File: src/rtl/uart_framed.sv
// Full-duplex framed UART: oversampled 3-sample majority receiver with a one-entry holding
// register and per-frame error pulses, plus a transmitter that can run frames back-to-back.
module uart_framed #(
    parameter int unsigned CLOCKFRQ     = 48_000_000,
    parameter int unsigned BAUDRATE     = 3_000_000,
    parameter int unsigned OVERSAMPLE   = 16,
    parameter int unsigned DATA_BITS    = 8,
    parameter int unsigned PARITY       = 0,
    parameter int unsigned STOP_BITS    = 1,
    parameter int unsigned LED_STRETCH  = 17,
    parameter int unsigned CLOCK_DIVIDE = CLOCKFRQ / (BAUDRATE * OVERSAMPLE) - 1
) (
    input  logic                 i_clk,
    input  logic                 i_rst,
    input  logic                 i_rx,
    output logic                 o_tx,
    input  logic                 i_tx_valid,
    input  logic [DATA_BITS-1:0] i_tx_data,
    output logic                 o_tx_ready,
    output logic                 o_rx_valid,
    output logic [DATA_BITS-1:0] o_rx_data,
    input  logic                 i_rx_ready,
    output logic                 o_frame_err,
    output logic                 o_parity_err,
    output logic                 o_overrun,
    output logic                 o_break_det,
    output logic                 o_is_receiving,
    output logic                 o_is_transmitting
);

    localparam int unsigned DIV_W      = (CLOCK_DIVIDE > 0) ? $clog2(CLOCK_DIVIDE + 1) : 1;
    localparam int unsigned TCNT_W     = $clog2(OVERSAMPLE);
    localparam int unsigned BCNT_W     = $clog2(DATA_BITS);
    localparam int unsigned HAS_PAR    = (PARITY != 0) ? 1 : 0;
    localparam int unsigned FRAME_BITS = 1 + DATA_BITS + HAS_PAR + STOP_BITS;
    localparam int unsigned FB_W       = $clog2(FRAME_BITS);

    localparam logic [DIV_W-1:0]  DIV_RELOAD = DIV_W'(CLOCK_DIVIDE);
    localparam logic [TCNT_W-1:0] T_S0       = TCNT_W'(OVERSAMPLE / 2 - 1);
    localparam logic [TCNT_W-1:0] T_S1       = TCNT_W'(OVERSAMPLE / 2);
    localparam logic [TCNT_W-1:0] T_S2       = TCNT_W'(OVERSAMPLE / 2 + 1);
    localparam logic [TCNT_W-1:0] T_PRE      = TCNT_W'(OVERSAMPLE - 2);
    localparam logic [TCNT_W-1:0] T_LAST     = TCNT_W'(OVERSAMPLE - 1);
    localparam logic [BCNT_W-1:0] B_LAST     = BCNT_W'(DATA_BITS - 1);
    localparam logic [FB_W-1:0]   F_LAST     = FB_W'(FRAME_BITS - 1);

    // ------------------------------------------------------------------ receiver
    typedef enum logic [2:0] {
        RxIdle, RxStart, RxData, RxParity, RxStop, RxBreakWait
    } rx_state_e;

    rx_state_e               r_rx_state, w_rx_state_d;
    logic                    r_rx_meta, r_rx_sync;
    logic [DIV_W-1:0]        r_rx_div, w_rx_div_d;
    logic [TCNT_W-1:0]       r_rx_tcnt, w_rx_tcnt_d;
    logic [BCNT_W-1:0]       r_rx_bcnt, w_rx_bcnt_d;
    logic [1:0]              r_rx_smp, w_rx_smp_d;
    logic [DATA_BITS-1:0]    r_rx_shift, w_rx_shift_d;
    logic                    r_rx_par_bit, w_rx_par_bit_d;
    logic                    r_rx_par_bad, w_rx_par_bad_d;
    logic                    r_rx_valid, w_rx_valid_d;
    logic [DATA_BITS-1:0]    r_rx_data, w_rx_data_d;
    logic                    r_frame_err, w_frame_err_d;
    logic                    r_parity_err, w_parity_err_d;
    logic                    r_overrun, w_overrun_d;
    logic                    r_break_det, w_break_det_d;
    logic [LED_STRETCH-1:0]  r_rx_led, w_rx_led_d;

    logic w_rx_tick, w_rx_bit_end, w_rx_decide, w_rx_maj, w_rx_par_exp;

    assign w_rx_tick    = (r_rx_div == '0);
    assign w_rx_bit_end = w_rx_tick && (r_rx_tcnt == T_LAST);
    assign w_rx_decide  = w_rx_tick && (r_rx_tcnt == T_S2);
    // Third sample is taken live at the decision tick.
    assign w_rx_maj     = (r_rx_smp[0] & r_rx_smp[1]) | (r_rx_smp[0] & r_rx_sync) |
                          (r_rx_smp[1] & r_rx_sync);
    assign w_rx_par_exp = (PARITY == 2) ? ^r_rx_shift : ~^r_rx_shift;

    always_ff @(posedge i_clk) begin
        if (i_rst) begin
            r_rx_meta    <= 1'b1;
            r_rx_sync    <= 1'b1;
            r_rx_state   <= RxIdle;
            r_rx_div     <= DIV_RELOAD;
            r_rx_tcnt    <= '0;
            r_rx_bcnt    <= '0;
            r_rx_smp     <= '0;
            r_rx_shift   <= '0;
            r_rx_par_bit <= 1'b0;
            r_rx_par_bad <= 1'b0;
            r_rx_valid   <= 1'b0;
            r_rx_data    <= '0;
            r_frame_err  <= 1'b0;
            r_parity_err <= 1'b0;
            r_overrun    <= 1'b0;
            r_break_det  <= 1'b0;
            r_rx_led     <= '0;
        end else begin
            r_rx_meta    <= i_rx;
            r_rx_sync    <= r_rx_meta;
            r_rx_state   <= w_rx_state_d;
            r_rx_div     <= w_rx_div_d;
            r_rx_tcnt    <= w_rx_tcnt_d;
            r_rx_bcnt    <= w_rx_bcnt_d;
            r_rx_smp     <= w_rx_smp_d;
            r_rx_shift   <= w_rx_shift_d;
            r_rx_par_bit <= w_rx_par_bit_d;
            r_rx_par_bad <= w_rx_par_bad_d;
            r_rx_valid   <= w_rx_valid_d;
            r_rx_data    <= w_rx_data_d;
            r_frame_err  <= w_frame_err_d;
            r_parity_err <= w_parity_err_d;
            r_overrun    <= w_overrun_d;
            r_break_det  <= w_break_det_d;
            r_rx_led     <= w_rx_led_d;
        end
    end

    always_comb begin
        w_rx_state_d   = r_rx_state;
        w_rx_div_d     = w_rx_tick ? DIV_RELOAD : r_rx_div - 1'b1;
        w_rx_tcnt_d    = r_rx_tcnt;
        w_rx_bcnt_d    = r_rx_bcnt;
        w_rx_smp_d     = r_rx_smp;
        w_rx_shift_d   = r_rx_shift;
        w_rx_par_bit_d = r_rx_par_bit;
        w_rx_par_bad_d = r_rx_par_bad;
        w_rx_valid_d   = r_rx_valid & ~i_rx_ready;
        w_rx_data_d    = r_rx_data;
        w_frame_err_d  = 1'b0;
        w_parity_err_d = 1'b0;
        w_overrun_d    = 1'b0;
        w_break_det_d  = 1'b0;
        w_rx_led_d     = (r_rx_led != '0) ? r_rx_led - 1'b1 : r_rx_led;

        if (r_rx_state != RxIdle && w_rx_tick) begin
            w_rx_tcnt_d = w_rx_bit_end ? '0 : r_rx_tcnt + 1'b1;
            if (r_rx_tcnt == T_S0) w_rx_smp_d[0] = r_rx_sync;
            if (r_rx_tcnt == T_S1) w_rx_smp_d[1] = r_rx_sync;
        end

        case (r_rx_state)
            RxIdle: begin
                if (!r_rx_sync) begin
                    w_rx_state_d   = RxStart;
                    w_rx_div_d     = DIV_RELOAD;
                    w_rx_tcnt_d    = '0;
                    w_rx_bcnt_d    = '0;
                    w_rx_par_bit_d = 1'b0;
                    w_rx_par_bad_d = 1'b0;
                end
            end
            RxStart: begin
                if (w_rx_decide && w_rx_maj) begin
                    w_rx_state_d = RxIdle;
                end else if (w_rx_bit_end) begin
                    w_rx_state_d = RxData;
                    w_rx_led_d   = '1;
                end
            end
            RxData: begin
                if (w_rx_decide) w_rx_shift_d = {w_rx_maj, r_rx_shift[DATA_BITS-1:1]};
                if (w_rx_bit_end) begin
                    if (r_rx_bcnt == B_LAST) begin
                        w_rx_state_d = (PARITY != 0) ? RxParity : RxStop;
                    end else begin
                        w_rx_bcnt_d = r_rx_bcnt + 1'b1;
                    end
                end
            end
            RxParity: begin
                if (w_rx_decide) begin
                    w_rx_par_bit_d = w_rx_maj;
                    w_rx_par_bad_d = (w_rx_maj != w_rx_par_exp);
                end
                if (w_rx_bit_end) w_rx_state_d = RxStop;
            end
            RxStop: begin
                // Decide mid-bit so a back-to-back start edge is not missed.
                if (w_rx_decide) begin
                    if (w_rx_maj) begin
                        w_rx_state_d = RxIdle;
                        if (r_rx_par_bad) begin
                            w_parity_err_d = 1'b1;
                        end else if (!r_rx_valid || i_rx_ready) begin
                            w_rx_data_d  = r_rx_shift;
                            w_rx_valid_d = 1'b1;
                        end else begin
                            w_overrun_d = 1'b1;
                        end
                    end else begin
                        w_rx_state_d  = RxBreakWait;
                        w_frame_err_d = 1'b1;
                        w_break_det_d = (r_rx_shift == '0) && !r_rx_par_bit;
                    end
                end
            end
            RxBreakWait: begin
                if (r_rx_sync) w_rx_state_d = RxIdle;
            end
            default: w_rx_state_d = RxIdle;
        endcase
    end

    assign o_rx_valid     = r_rx_valid;
    assign o_rx_data      = r_rx_data;
    assign o_frame_err    = r_frame_err;
    assign o_parity_err   = r_parity_err;
    assign o_overrun      = r_overrun;
    assign o_break_det    = r_break_det;
    assign o_is_receiving = (r_rx_led != '0);

    // --------------------------------------------------------------- transmitter
    typedef enum logic {TxIdle, TxSend} tx_state_e;

    tx_state_e               r_tx_state, w_tx_state_d;
    logic [DIV_W-1:0]        r_tx_div, w_tx_div_d;
    logic [TCNT_W-1:0]       r_tx_tcnt, w_tx_tcnt_d;
    logic [FB_W-1:0]         r_tx_bcnt, w_tx_bcnt_d;
    logic [FRAME_BITS-1:0]   r_tx_shift, w_tx_shift_d;
    logic [LED_STRETCH-1:0]  r_tx_led, w_tx_led_d;
    logic [FRAME_BITS-1:0]   w_tx_frame;
    logic                    w_tx_tick, w_tx_pre_final;

    assign w_tx_tick = (r_tx_div == '0);
    // The last clock of the final stop bit is spent in idle (line high, ready high), so an
    // accept there starts the next frame with no gap and the frame keeps its exact length.
    assign w_tx_pre_final = (r_tx_bcnt == F_LAST) &&
                            ((CLOCK_DIVIDE == 0) ? (w_tx_tick && r_tx_tcnt == T_PRE)
                                                 : (r_tx_tcnt == T_LAST &&
                                                    r_tx_div == DIV_W'(1)));

    always_comb begin
        w_tx_frame                  = '1;
        w_tx_frame[0]               = 1'b0;
        w_tx_frame[DATA_BITS:1]     = i_tx_data;
        if (PARITY != 0) begin
            w_tx_frame[DATA_BITS+1] = (PARITY == 2) ? ^i_tx_data : ~^i_tx_data;
        end
    end

    always_ff @(posedge i_clk) begin
        if (i_rst) begin
            r_tx_state <= TxIdle;
            r_tx_div   <= DIV_RELOAD;
            r_tx_tcnt  <= '0;
            r_tx_bcnt  <= '0;
            r_tx_shift <= '1;
            r_tx_led   <= '0;
        end else begin
            r_tx_state <= w_tx_state_d;
            r_tx_div   <= w_tx_div_d;
            r_tx_tcnt  <= w_tx_tcnt_d;
            r_tx_bcnt  <= w_tx_bcnt_d;
            r_tx_shift <= w_tx_shift_d;
            r_tx_led   <= w_tx_led_d;
        end
    end

    always_comb begin
        w_tx_state_d = r_tx_state;
        w_tx_div_d   = w_tx_tick ? DIV_RELOAD : r_tx_div - 1'b1;
        w_tx_tcnt_d  = r_tx_tcnt;
        w_tx_bcnt_d  = r_tx_bcnt;
        w_tx_shift_d = r_tx_shift;
        w_tx_led_d   = (r_tx_led != '0) ? r_tx_led - 1'b1 : r_tx_led;

        case (r_tx_state)
            TxIdle: begin
                if (i_tx_valid) begin
                    w_tx_state_d = TxSend;
                    w_tx_shift_d = w_tx_frame;
                    w_tx_bcnt_d  = '0;
                    w_tx_tcnt_d  = '0;
                    w_tx_div_d   = DIV_RELOAD;
                    w_tx_led_d   = '1;
                end
            end
            TxSend: begin
                if (w_tx_pre_final) begin
                    w_tx_state_d = TxIdle;
                end else if (w_tx_tick) begin
                    if (r_tx_tcnt == T_LAST) begin
                        w_tx_tcnt_d  = '0;
                        w_tx_bcnt_d  = r_tx_bcnt + 1'b1;
                        w_tx_shift_d = {1'b1, r_tx_shift[FRAME_BITS-1:1]};
                    end else begin
                        w_tx_tcnt_d = r_tx_tcnt + 1'b1;
                    end
                end
            end
            default: w_tx_state_d = TxIdle;
        endcase
    end

    assign o_tx              = (r_tx_state == TxSend) ? r_tx_shift[0] : 1'b1;
    assign o_tx_ready        = (r_tx_state == TxIdle);
    assign o_is_transmitting = (r_tx_led != '0);

endmodule

File: config.mk
export PLATFORM = sky130hd
export DESIGN_NAME = uart_framed
export DESIGN_NICKNAME = d
export VERILOG_FILES = /design/src/rtl/uart_framed.sv
export SDC_FILE = /design/constraint.sdc
export NUM_CORES = 1
export LEC_CHECK = 0
export ABC_CLOCK_PERIOD_IN_PS = 4400
export CAP_MARGIN = 5
export CORE_MARGIN = 2
export CORE_UTILIZATION = 60
export CTS_CLUSTER_DIAMETER = 120
export DETAILED_ROUTE_END_ITERATION = 10
export MAX_ROUTING_LAYER = met4
export PLACE_DENSITY = 0.89
export SLEW_MARGIN = 10
export SYNTH_ARGS = -nofsm -noshare
export SYNTH_HDL_FRONTEND = slang
export SYNTH_SLANG_ARGS = --single-unit
File: constraint.sdc
create_clock -name i_clk -period 4.4 [get_ports i_clk]
set_clock_uncertainty 0.2 [all_clocks]
set_input_delay 0.66 -clock i_clk [delete_from_list [all_inputs] [get_ports i_clk]]
set_output_delay 0.66 -clock i_clk [all_outputs]
set_load 0.01 [all_outputs]
* Word-level counts from Yosys, hierarchy flattened
Index checks and enable logic that the tools add are counted.
** Storage, ports and cells
- Logic and storage cells :: 166
- Flip-flop bits (word level) :: 92
- Bits of input ports :: 13
- Output and inout bits :: 17
** Operators by class
- Bitwise operators :: 14
- Equal/unequal tests :: 27
- Reduce and logical (&&, ||, !) cells :: 31
- Mux-type cells :: 62
- Add/subtract/negate cells :: 8
** Operators with widths (count)
- $mux 17 :: 7
- $mux 4 :: 11
- $mux 10 :: 4
- $mux 3 :: 12
- $reduce_bool 17->1 :: 2
- $sub 17x1->17 const B :: 2
- $eq 4x4->1 const B :: 6
- $ne 2x2->1 const B :: 11
- $mux 1 :: 20
- $pmux 10 s2 :: 1
- $pmux 3 s6 :: 1
- $pmux 4 s2 :: 2
- $add 4x1->4 const B :: 3
- $eq 3x3->1 const B :: 3
- $logic_not 8->1 :: 1
- $not 1->1 :: 8
- $reduce_and 4->1 :: 2
- $reduce_or 4->1 :: 2
- $reduce_xnor 8->1 :: 1
- $logic_and 1x1->1 :: 7
- $reduce_and 7->1 :: 1
- $eq 3x2->1 const B :: 2
- $pmux 1 s2 :: 3
- $pmux 3 s2 :: 1
- other kinds (19) :: 29

* Longest topological paths before layout
Gate-level depths: netlist of the first run.
- Word-level depth :: 7
- Depth in mapped cells :: 8

* Least setup slack after synthesis of the first run
OpenSTA, ideal clock, no wires.
- Path kind :: register -> output
- From :: reg r_rx_led[0]
- To :: out o_is_receiving
- Required time :: 3540 ps
- Stages on the path, launching flop included :: 6
- Path buffers :: 0
- Arrival time :: 1577 ps
- Slack :: 1963 ps
- Cell sequence :: dfxtp_1 inv_1 ha_1 or4b_2 nor4_4 inv_1
** Between the ends
- Word-level cells in the longest chain between the ends :: 1
** Ends and longest elaborated chain
- start: declaration :: RTL line 67 : logic [LED_STRETCH-1:0] r_rx_led, w_rx_led_d;
- start signal: assignment :: RTL line 115 : r_rx_led <= w_rx_led_d;
- $reduce_bool 17->1 :: RTL line 211 : assign o_is_receiving = (r_rx_led != '0);
- end: declaration :: RTL line 27 : output logic o_is_receiving,
No other way between the ends.

* Final worst setup path of the first run
- From :: reg r_tx_led[4]
- To :: out o_is_transmitting
** Between the ends
- Word-level cells in the longest chain between the ends :: 1
** Ends and longest elaborated chain
- start: declaration :: RTL line 221 : logic [LED_STRETCH-1:0] r_tx_led, w_tx_led_d;
- start signal: assignment :: RTL line 256 : r_tx_led <= w_tx_led_d;
- $reduce_bool 17->1 :: RTL line 298 : assign o_is_transmitting = (r_tx_led != '0);
- end: declaration :: RTL line 28 : output logic o_is_transmitting
No other way between the ends.

==> run_results.csv, run 1 <==
group,metric,value,unit
critical_path,required,3540,ps
placed_design,placed_area,4650,µm²
clock_tree,cts.repair.resized,0,
critical_path,endpoint_kind,"primary output",
placed_design,dpl.hpwl,6100,µm
placed_design,gp_congestion,0.881,
clock_tree,cts_buffers,9,
timing,worst_pin_slew,990,ps
outcome,status,"completed",
timing,min_period_over_period,0.838,
route,routed_via_density,6.17,
yosys,synth_top_family_by_area,"simple AND/OR/NAND/NOR gates",
yosys,ys_seq_area_frac,0.412,
flow_run,maxCapViolCount,0,
yosys,synth_fa_ha_area_frac,0.0515,
yosys,syn-cell-area,4330,µm²
power_and_ir_drop,leakage,0.00182,µW
placed_design,io_buffers,29,
die,core_area,6870,µm²
yosys,ys_seq_elements,89,
grt,antenna_found_initial,0,
timing,max_freq,0.271,GHz
yosys,async_flop_share,0,
final_layout,multi_input_comb_area,2340,µm²
die,io_pins,30,
yosys,yosys.area_share.simple,0.261,
yosys,syn_nets,525,
timing,drv_slew,0,
clock_tree,cts_tree,"yes",
die,rows,30,
final_layout,final_cell_area,4840,µm²
clock_tree,clk-insertion-delay-late,370,ps
critical_path,cp-start-kind,"flip-flop",
timing,hold_slack,232,ps
grt,grt_max_degree,57,
clock_tree,root_buffer,"clkbuf_8",
route,drtIter0Drc,256,
yosys,synth_cell_types,55,
timing,slew_headroom,0.340,
final_layout,fin_cells,610,
clock_tree,htree_levels,3,
route,wl_per_cell,15.2,µm
yosys,synth-edff-count,0,
final_layout,mostFrequentLayoutCells,"89 x dfxtp_1, 44 x nor2_1, 37 x nand2_1",
timing,post-route-min-period,3690,ps
final_layout,fin_nets,539,
hold_path,min-delay-path-class,"reg2reg",
yosys,synth_area_per_cell,8.74,µm²
route,dr.pass1.iters,5,
timing,tns,0,ps
die,die_y,88.9,µm
clock_tree,cts.sinks,89,
grt,grt_pass1_vias,3465,
yosys,synth_compound_area_frac,0.152,
placed_design,dp_cells,594,
grt,grt.overflow.total,0,
route,via_count,3763,
die,die_w,88.9,µm
yosys,muxShareOfSynthArea,0.0593,
yosys,synth_flop_cell,"dfxtp_1",
critical_path,cp_cell_sequence,"nor4_1 -> and4_1 -> clkinv_1 -> clkdlybuf4s50_1",
yosys,synthCells,495,
yosys,synth_xor_xnor_area_share,0.0182,
critical_path,crit_arrival,2830,ps
clock_tree,hold_buffers,0,
clock_tree,clk_pin_slew_worst_paths,100,ps
final_layout,n_antenna_cell,0,
final_layout,mostFrequentLayoutCell,"dfxtp_1",
grt,grt_pass1_wl,15600,µm
critical_path,critical_path_class,"reg2out",
clock_tree,cts_setup_buffers,0,
route,drt-total-wl,9240,µm
route,final_antenna_net_count,0,
die,dieArea,7900,µm²
route,drc,0,
final_layout,syn_to_final_growth,11.8,%
timing,hold_viol_final,0,
critical_path,cp_slowest_cell,"nor4_1",
final_layout,drive_gt1_frac,0.0681,
power_and_ir_drop,ir_worst_vdd,0.000281,V
critical_path,path_max_fanout,12,
grt,grt_use_total,0.254,
final_layout,n_fill_cell,528,
timing,rsz0062_at_grt,"false",
power_and_ir_drop,powerDensity,430,nW/µm²
final_layout,seqCellArea,1780,µm²
timing,setup_violations,0,
clock_tree,clockBufferDepth,2,
critical_path,cpPeakStageDelay,620,ps
yosys,yosys_warnings,0,
power_and_ir_drop,p_total,2080,µW
die,start_util,0.630,
## flip-flops by register name, summed over array words and instances (netlist names), 2 cells and up
register    cells
r_rx_led       17
r_tx_led       17
r_tx_shift      9
o_rx_data       8
r_rx_shift      8
r_rx_tcnt       4
r_tx_bcnt       4
r_tx_tcnt       4
r_rx_bcnt       3
r_rx_state      3
r_rx_smp        2
## area by class of cell
type,instances,share of cell area
clock buffers,9,0.0256
clock inverters,7,0.0124
flip-flops and latches,89,0.368
multi-input cells,354,0.485
well taps,96,0.0248
repair buffers,32,0.0662
inverters,23,0.0179
## power breakdown
part | internal [µW] | total [µW] | switching (µW)
Clock | 216 | 532 | 316
Combinational | 252 | 576 | 325
Sequential | 882 | 972 | 90.6
Total | 1350 | 2080 | 731
## path summary, 6_finish.rpt
| kind | cells after the start | slack (ps) | end | startpoint |
|---|---|---|---|---|
| max | 4 | 710 | o_is_transmitting | r_tx_led[4]$_SDFF_PP0_ |
| min | 1 | 230 | o_break_det$_SDFF_PP0_ | r_rx_par_bit$_SDFFE_PP0P_ |
| max reg2reg | 5 | 1790 | r_tx_led[6]$_SDFF_PP0_ | r_tx_led[4]$_SDFF_PP0_ |
| min reg2reg | 1 | 230 | o_break_det$_SDFF_PP0_ | r_rx_par_bit$_SDFFE_PP0P_ |
## metrics by stage
stage / utilization / setup slack, ps
after detailed placement: 0.677 / 1180
after floorplan: - / 1960
after global routing: 0.704 / 497
after CTS: 0.704 / 741
after global placement: 0.677 / 1310
final: 0.704 / 712
## worst max-delay path, delay by kind of cell (launching register included)
family | cells | cell delay [ps]
simple gates | 2 | 1180
buf+inv | 2 | 880
flops | 1 | 400
## cell usage after synthesis (all sizes together) (2+ instances only)
library cell  instances  share of area
nand2                37          0.032
nor2                 44          0.038
or3                  11          0.016
and4                  5          0.010
nand2b                5         0.0072
ha                   17          0.049
xor2                  2         0.0041
or4b                  3         0.0069
a211oi                5         0.0087
xnor2                 7          0.014
nor4                 15          0.025
buf                   6         0.0064
a31oi                25          0.036
o41ai                 2         0.0041
nand4b                3         0.0061
nor3b                 3         0.0052
a311oi                5          0.010
o31ai                 7          0.012
nor2b                 3         0.0043
or2                   4         0.0058
inv                  22          0.019
nand3b                5         0.0087
dfxtp                89           0.41
mux2                  5          0.013
mux2i                20          0.046
clkbuf               23          0.020
and2                  2         0.0029
a221oi                7          0.014
nand3                13          0.015
o21ai                16          0.019
and3                  2         0.0029
nor4b                 5          0.010
nor3                 16          0.019
nand4                 7          0.010
or3b                  2         0.0041
a311o                 2         0.0046
or4                  17          0.030
a21oi                19          0.022
## kinds of logic after synthesis
group / count (synthesis)
and+or+nand+nor: 203
AOI/OAI and AO/OA: 99
DFF: 89
buffers and inverters: 52
muxes: 25
adders and majority gates: 18
xor gates and xnor gates: 9
## routing by layer
metal	wire [µm]	vias up	global-route usage
met3	443	16	0.0582
met1	4040	1766	0.309
met5	0	-	-
li1	-	1877	-
met4	137	0	0.0702
met2	4620	104	0.426
No activity file was read; power rests on OpenSTA's default activity.
==> run 2, diff against run 1 <==
--- a/config.mk
+++ b/config.mk
@@ -5,14 +5,14 @@
 export SDC_FILE = /design/constraint.sdc
 export NUM_CORES = 1
 export LEC_CHECK = 0
-export ABC_CLOCK_PERIOD_IN_PS = 4400
+export ABC_CLOCK_PERIOD_IN_PS = 3400
 export CAP_MARGIN = 5
 export CORE_MARGIN = 2
-export CORE_UTILIZATION = 60
+export CORE_UTILIZATION = 59
 export CTS_CLUSTER_DIAMETER = 120
 export DETAILED_ROUTE_END_ITERATION = 10
 export MAX_ROUTING_LAYER = met4
-export PLACE_DENSITY = 0.89
+export PLACE_DENSITY = 0.88
 export SLEW_MARGIN = 10
 export SYNTH_ARGS = -nofsm -noshare
 export SYNTH_HDL_FRONTEND = slang
==> constraint.sdc (replaced) <==
create_clock -name i_clk -period 3.4 [get_ports i_clk]
set_clock_uncertainty 0.2 [all_clocks]
set_input_delay 0.51 -clock i_clk [delete_from_list [all_inputs] [get_ports i_clk]]
set_output_delay 0.51 -clock i_clk [all_outputs]
set_load 0.01 [all_outputs]
==> run_results.csv, run 2 (same netlist as run 1, synthesis figures left out) <==
group,metric,value,unit
hold_path,min-delay-path-class,"reg2reg",
timing,slew_headroom,0.448,
die,core_area,7180,µm²
outcome,status,"completed",
clock_tree,root_buffer,"clkbuf_8",
final_layout,mostFrequentLayoutCells,"89 x dfxtp_1, 44 x nor2_1, 37 x nand2_1",
placed_design,dp_cells,601,
clock_tree,hold_buffers,0,
timing,post-route-min-period,3140,ps
power_and_ir_drop,powerDensity,577,nW/µm²
final_layout,drive_gt1_frac,0.0772,
placed_design,dpl.hpwl,6430,µm
die,die_y,89.6,µm
power_and_ir_drop,ir_worst_vdd,0.000496,V
grt,grt_max_degree,44,
grt,use_met1,0.289,
timing,layout_setup_ws,257,ps
timing,worst_pin_slew,828,ps
critical_path,path_max_fanout,4,
timing,setup_violations,0,
clock_tree,cts_buffers,9,
route,drtIter0Drc,198,
final_layout,mostFrequentLayoutCell,"dfxtp_1",
grt,grt_use_met3,0.0448,
die,die_w,89.6,µm
power_and_ir_drop,p_comb_frac,0.262,
route,routed_via_density,6.14,
power_and_ir_drop,pwr-share-seq,0.445,
critical_path,endpoint_kind,"primary output",
critical_path,ff2ff_path_depth,4,
grt,grt_pass1_wl,15400,µm
grt,grt_pass1_vias,3527,
clock_tree,clockBufferDepth,2,
timing,hold_viol_final,0,
route,final_antenna_net_count,0,
grt,grt.overflow.total,0,
grt,grt.busiest_layer,"met2",
placed_design,gp_congestion,0.926,
hold_path,holdPathStages,1,
critical_path,required,2690,ps
final_layout,fin_cells,617,
clock_tree,cts_tree,"yes",
die,dieArea,8030,µm²
critical_path,crit_arrival,2430,ps
clock_tree,clk-insertion-delay-late,360,ps
flow_run,maxCapViolCount,0,
final_layout,reg_top3,"r_rx_led: 17 flops, r_tx_led: 17 flops, r_tx_shift: 9 flops",
placed_design,io_buffers,29,
grt,grt_util_met2,0.425,
route,wl_per_cell,15.2,µm
grt,grt_use_total,0.250,
timing,tns,0,ps
power_and_ir_drop,p_sw,919,µW
clock_tree,htree_levels,3,
placed_design,dp_slack,569,ps
final_layout,n_antenna_cell,0,
power_and_ir_drop,clkPwrFrac,0.294,
critical_path,cp-start-kind,"flip-flop",
power_and_ir_drop,switching_share,0.325,
grt,antenna_found_initial,0,
final_layout,n_fill_cell,553,
route,dr.pass1.iters,4,
timing,rsz0062_at_grt,"false",
die,rows,31,
timing,drv_slew,0,
die,start_util,0.603,
timing,max_freq,0.318,GHz
route,drc,0,
power_and_ir_drop,internal_power,1910,µW
timing,min_period_over_period,0.924,
die,io_pins,30,
final_layout,syn_to_final_growth,13.5,%
route,drt-total-wl,9370,µm
final_layout,utilization,0.684,
clock_tree,cts.sinks,89,
clock_tree,clk_pin_slew_worst_paths,90,ps
critical_path,critical_path_class,"reg2out",
power_and_ir_drop,leakage,0.00186,µW
final_layout,fin_nets,543,
route,via_count,3788,
==> run 2: changes by cell type in the layout (fill, tap and decap cells not counted), sizes merged <==
cell and change:
inv -1, clkbuf +1, bufinv +2, buf +4, clkinvlp -2
==> run 2: final timing paths <==
check | startpoint | endpoint | slack (ps)
max | r_rx_led[0]$_SDFF_PP0_ | o_is_receiving | 260
min | r_rx_par_bit$_SDFFE_PP0P_ | o_break_det$_SDFF_PP0_ | 240
max reg2reg | r_rx_led[8]$_SDFF_PP0_ | r_rx_led[15]$_SDFF_PP0_ | 1010
min reg2reg | r_rx_par_bit$_SDFFE_PP0P_ | o_break_det$_SDFF_PP0_ | 240
==> run 2: stage by stage <==
step	cell area [µm²]	hold WS (ps)	power [µW]
after floorplan	4330	189	1830
after global placement	4670	203	1970
after detailed placement	4670	212	2010
after CTS	4910	236	2840
after global routing	4910	252	3000
final	4910	244	2830
==> run 2: area by class of cell <==
type	instances	area, µm²	area share
multi-input cells	354	2340	0.478
flip-flops and latches	89	1780	0.363
clock buffers	10	138	0.0280
inverters	23	86.3	0.0176
well taps	99	124	0.0252
clock inverters	6	95.1	0.0194
repair buffers	36	338	0.0688
==> run 2: critical path, cell delays in order (launching register included) <==
cell	delay (ps)
dfxtp_1	330
inv_1	130
ha_1	170
or4b_2	670
nor4_4	180
inv_1	110
clkdlybuf4s50_1	480
==> run 2: power by group through the flow <==
stage / clock network [µW] / logic (µW) / registers [µW]
floorplan: 0 / 597 / 1240
global placement: 0 / 705 / 1270
detailed placement: 0 / 731 / 1280
CTS: 844 / 738 / 1250
global route: 885 / 843 / 1280
finish: 831 / 740 / 1260
==> run 2: what timing repair did <==
action	in CTS	in global routing
setup buffers	0	0
gates resized for setup	0	1
endpoints found under the setup margin	0	1
==> run 2: metal layers <==
metal	wire length, µm	vias to the layer above
li1	-	1883
met5	0	-
met4	170	0
met2	4760	94
met1	4090	1793
met3	354	18
